==> src/rtl/fixed_mult_iter.sv <==
// fixed_mult_iter: iterative fixed-point multiplier, k multiplier bits per cycle, optional signed/saturating result
module fixed_mult_iter #(
    parameter int n      = 32,
    parameter int d      = 16,
    parameter int k      = 1,
    parameter int SIGNED = 1,
    parameter int SAT    = 0
) (
    input  logic           clk,
    input  logic           reset,
    input  logic           recv_val,
    output logic           recv_rdy,
    input  logic [2*n-1:0] recv_msg,
    output logic           send_val,
    input  logic           send_rdy,
    output logic [n-1:0]   send_msg
);
    localparam int NI = n / k;
    localparam int CW = $clog2(NI + 1);
    localparam logic [2*n-1:0] PMAX = {{(n+1){1'b0}}, {(n-1){1'b1}}};
    localparam logic [2*n-1:0] NMAX = {{n{1'b0}}, 1'b1, {(n-1){1'b0}}};
    localparam logic [2*n-1:0] UMAX = {{n{1'b0}}, {n{1'b1}}};

    typedef enum logic [1:0] {IDLE, CALC, DONE} state_t;

    state_t         state_q;
    logic [2*n-1:0] a_q, acc_q, acc_d, m;
    logic [n-1:0]   b_q, msg_q, a_in, b_in, a_mag, b_mag, rn, res;
    logic [CW-1:0]  cnt_q;
    logic           sign_q, sign_d;

    always_comb begin
        a_in   = recv_msg[2*n-1:n];
        b_in   = recv_msg[n-1:0];
        a_mag  = (SIGNED != 0 && a_in[n-1]) ? ~a_in + n'(1) : a_in;
        b_mag  = (SIGNED != 0 && b_in[n-1]) ? ~b_in + n'(1) : b_in;
        sign_d = SIGNED != 0 && (a_in[n-1] ^ b_in[n-1]);
        acc_d  = acc_q + a_q * (2*n)'(b_q[k-1:0]);
        m      = acc_d >> d;
        rn     = sign_q ? ~m[n-1:0] + n'(1) : m[n-1:0];
        // Signed saturation compares the magnitude, so -2^(n-1) is still exact
        res    = SAT == 0 ? rn
               : SIGNED != 0 ? (!sign_q && m > PMAX ? {1'b0, {(n-1){1'b1}}}
                              : sign_q && m > NMAX ? {1'b1, {(n-1){1'b0}}} : rn)
               : (m > UMAX ? {n{1'b1}} : m[n-1:0]);
    end

    always_ff @(posedge clk) begin
        if (reset) begin
            state_q <= IDLE;
            a_q     <= '0;
            b_q     <= '0;
            acc_q   <= '0;
            cnt_q   <= '0;
            sign_q  <= 1'b0;
            msg_q   <= '0;
        end else begin
            case (state_q)
                IDLE: if (recv_val) begin
                    a_q     <= {{n{1'b0}}, a_mag};
                    b_q     <= b_mag;
                    sign_q  <= sign_d;
                    acc_q   <= '0;
                    cnt_q   <= '0;
                    state_q <= CALC;
                end
                CALC: begin
                    acc_q <= acc_d;
                    a_q   <= a_q << k;
                    b_q   <= b_q >> k;
                    cnt_q <= cnt_q + 1'b1;
                    if (cnt_q == CW'(NI - 1)) begin
                        msg_q   <= res;
                        state_q <= DONE;
                    end
                end
                DONE: if (send_rdy) state_q <= IDLE;
                default: state_q <= IDLE;
            endcase
        end
    end

    assign recv_rdy = state_q == IDLE && !reset;
    assign send_val = state_q == DONE && !reset;
    assign send_msg = msg_q;
endmodule

==> config.mk <==
export PLATFORM = sky130hd
export DESIGN_NAME = fixed_mult_iter
export DESIGN_NICKNAME = d
export VERILOG_FILES = /design/src/rtl/fixed_mult_iter.sv
export SDC_FILE = /design/constraint.sdc
export NUM_CORES = 1
export LEC_CHECK = 0
export BUFFER_PORTS_ARGS = -buffer_cell sky130_fd_sc_hd__buf_2
export CAP_MARGIN = 20
export CORE_MARGIN = 2
export CORE_UTILIZATION = 40
export CTS_CLUSTER_DIAMETER = 40
export CTS_CLUSTER_SIZE = 20
export DETAILED_ROUTE_END_ITERATION = 8
export SETUP_SLACK_MARGIN = 0.4
export SKIP_LAST_GASP = 1
export SLEW_MARGIN = 20
export SYNTH_ARGS = -nofsm -noshare
export SYNTH_HDL_FRONTEND = slang
export SYNTH_SLANG_ARGS = --single-unit
export TNS_END_PERCENT = 10
==> constraint.sdc <==
create_clock -name clk -period 5.4 [get_ports clk]
set_input_delay 0.81 -clock clk [delete_from_list [all_inputs] [get_ports clk]]
set_output_delay 0.81 -clock clk [all_outputs]
set_load 0.05 [all_outputs]
==> results.json <==
{
  "status": "completed",
  "cts.clk_slew.worst_paths_ns": 0.08,
  "synth_nets": 1737,
  "wl_met2_um": 15700,
  "met1Wirelength_um": 18100,
  "synth_seq_area_share_pct": 27.7,
  "synth_edf_count": 0,
  "max-slew-margin-rel_pct": 39.7,
  "end_kind": "register",
  "yosysTopAreaCell": "dfxtp_1",
  "multi_input_area_um2": 8220,
  "yosysMostFrequentCell": "nand2_1",
  "clockBufferDepth": 2,
  "place_congestion": 0.956,
  "slew_violations": 0,
  "clk_latency_ns": 0.45,
  "fillers": 3033,
  "area_growth_syn_to_layout_pct": 9.89,
  "cp_cell_sequence": "buf_4, and2_1, ha_1, inv_1, fa_1, nor2b_4, o2111ai_2, a2111oi_4, nor3_1, a21boi_2, xor2_1, or4_1, nor3_4, and4b_2, nor4_1, a211o_1",
  "cts_tree": "done",
  "grt-ovfl-total": 0,
  "die_y_um": 179,
  "cp_data_required_time_ns": 5.74,
  "synth_top_area_share_pct": 27.7,
  "crit_family": "simple AND/OR/NAND/NOR gates",
  "stdcell_area_um2": 13400,
  "synth_seq_cells": 169,
  "period_minus_slack_ns": 4.71,
  "seq_area_um2": 3380,
  "row_count": 63,
  "clock-sinks": 169,
  "clock_skew_ns": 0.0211,
  "cpPeakStageDelay_ns": 0.66,
  "grt_pass1_vias": 10944,
  "ctsHtreeMaxLevel": 4,
  "tightest_slew_ns": 0.897,
  "avgRoutedWirePerCell_um": 17.7,
  "slowest_stage": "or4_1",
  "dieWidth_um": 179,
  "diodes": 0,
  "drive_above_1_share_pct": 12.2,
  "setup_viol": 0,
  "dr.pass1.iters": 6,
  "worstSetupPathType": "register to register",
  "whs_ns": 0.455,
  "routed-wl-met3_um": 1720,
  "syn_inst": 1617,
  "hold_path.class": "register to register",
  "antenna_found_initial": 0,
  "ant_nets": 0,
  "nNetsFinal": 1759,
  "ir_worst_vdd_uv": 218,
  "ys_top_cells_by_count": "199 x nand2_1, 179 x a21oi_1, 169 x dfxtp_1",
  "drt_wl_total_um": 36200,
  "grt_first_pass_wirelength_um": 58700,
  "synth-async-reset-ratio_pct": 0,
  "dr_total_vias": 11788,
  "crit_buf_inv": 2,
  "viasPerCell": 5.77,
  "core-area_um2": 29900,
  "fin_tns_setup_ns": 0,
  "synthesis.area_um2": 12200,
  "root_buffer": "clkbuf_16",
  "drtIter0Drc": 801,
  "cts.repair.resized": 0,
  "post-cts-setup-buffers": 0,
  "place_area_um2": 12800,
  "p_per_area_nw_per_um2": 225,
  "finalCritPeriodShare_pct": 87.2,
  "hold_violations": 0,
  "fmax_mhz": 212,
  "start_util_pct": 40.9,
  "crit_fanout": 32,
  "cts_inserted_buffers": 17,
  "arrival_ns": 5.05,
  "synth_area_leaders": "dfxtp_1 28%, a21oi_1 7.3%, nand2_1 6.1%",
  "avgSynthCellArea_um2": 7.56,
  "maxCapViolations": 0,
  "dominantRegCellSynth": "dfxtp_1",
  "io_buffers": 101,
  "cp-start-kind": "register",
  "dp_hpwl_um": 26700,
  "cts-hold-fix-buffers": 0,
  "maxUsedRoutingLayer": "met4",
  "rsz0062_at_grt": "true",
  "io_pins": 102,
  "synth.distinct_cells": 108,
  "leakage_nw": 5.01,
  "dieArea_um2": 32000,
  "yosysWarnings": 0,
  "grt_max_degree": 77,
  "drc": 0,
  "grt_use_total_pct": 22.9
}
through the flow:
stage / worst slack (ns) / power, mW / util [%] / cells
3_5_place_dp: 0.705 / 1.73 / 42.7 / 2010
6_report: 0.690 / 3.02 / 44.9 / 2042
4_1_cts: 0.678 / 3.05 / 44.9 / 2042
2_1_floorplan: 1.28 / 1.62 / - / 1617
3_3_place_gp: 0.805 / 1.72 / 42.7 / 2010
5_1_grt: 0.379 / 3.14 / 44.9 / 2042
kinds of logic (layout without fill, tap and decap cells):
logic type      count (synthesis)  after routing  share of synthesized area [%]
compound gates                505            505                           27.3
xor+xnor                      118            118                           8.46
fa+ha+maj                      52             52                           5.39
buf+inv                       135            170                           5.49
flops                         169            169                           27.7
mux                             7              7                          0.573
simple gates                  631            631                           25.1
worst paths after layout:
path | start | endpoint | slack, ns | depth (start not counted)
setup / recovery | b_q[0] | send_msg[31] | 0.69 | 16
hold / removal | a_q[38] | a_q[39] | 0.46 | 2
setup reg to reg | b_q[0] | send_msg[31] | 0.69 | 16
hold reg to reg | a_q[38] | a_q[39] | 0.46 | 2
report_power, final:
part	leakage, nW	total (mW)	internal [mW]	switching, mW
sequential	1.37	1.32	1.29	0.0323
combinational	3.33	0.378	0.138	0.240
clock	0.305	1.32	0.642	0.677
total	5.01	3.02	2.07	0.949
metal layers:
metal,vias up,track usage (%)
met3,32,2.84
met1,5507,33.6
met2,325,35.6
li1,5924,-
met5,-,0
met4,0,5.59
layout make-up:
type	instances	share of cell area, %
well taps	390	3.63
inverters	24	0.671
clock inverters	15	1.61
repair buffers	114	4.51
clock buffers	17	3.17
flip-flops and latches	169	25.2
multi-input cells	1313	61.2
placed cells by master, fill, tap and decap left out, drive strengths merged, types with 25 or more instances in the layout:
master and count:
a211oi 30, xor2 39, nand3 70, o21ai 77
or3 25, dfxtp 169, and2 51, nor2 159
nand2 200, a22oi 58, xnor2 79, inv 28
nor3 31, a21oi 179, ha 51, buf 114
state kept, by name, summed over array words and instances, names as in the netlist:
register  flops
cnt_q         6
send_msg     32
b_q          32
sign_q        1
a_q          48
acc_q        48
state_q       2
tightest hold or removal path: cells and delay by family, from the launching register on:
family | cells | cell delay (ns)
DFF | 1 | 0.32
and+or+nand+nor | 1 | 0.05
AOI/OAI and AO/OA | 1 | 0.05
Note: power is estimated with default switching activity, not from simulation.
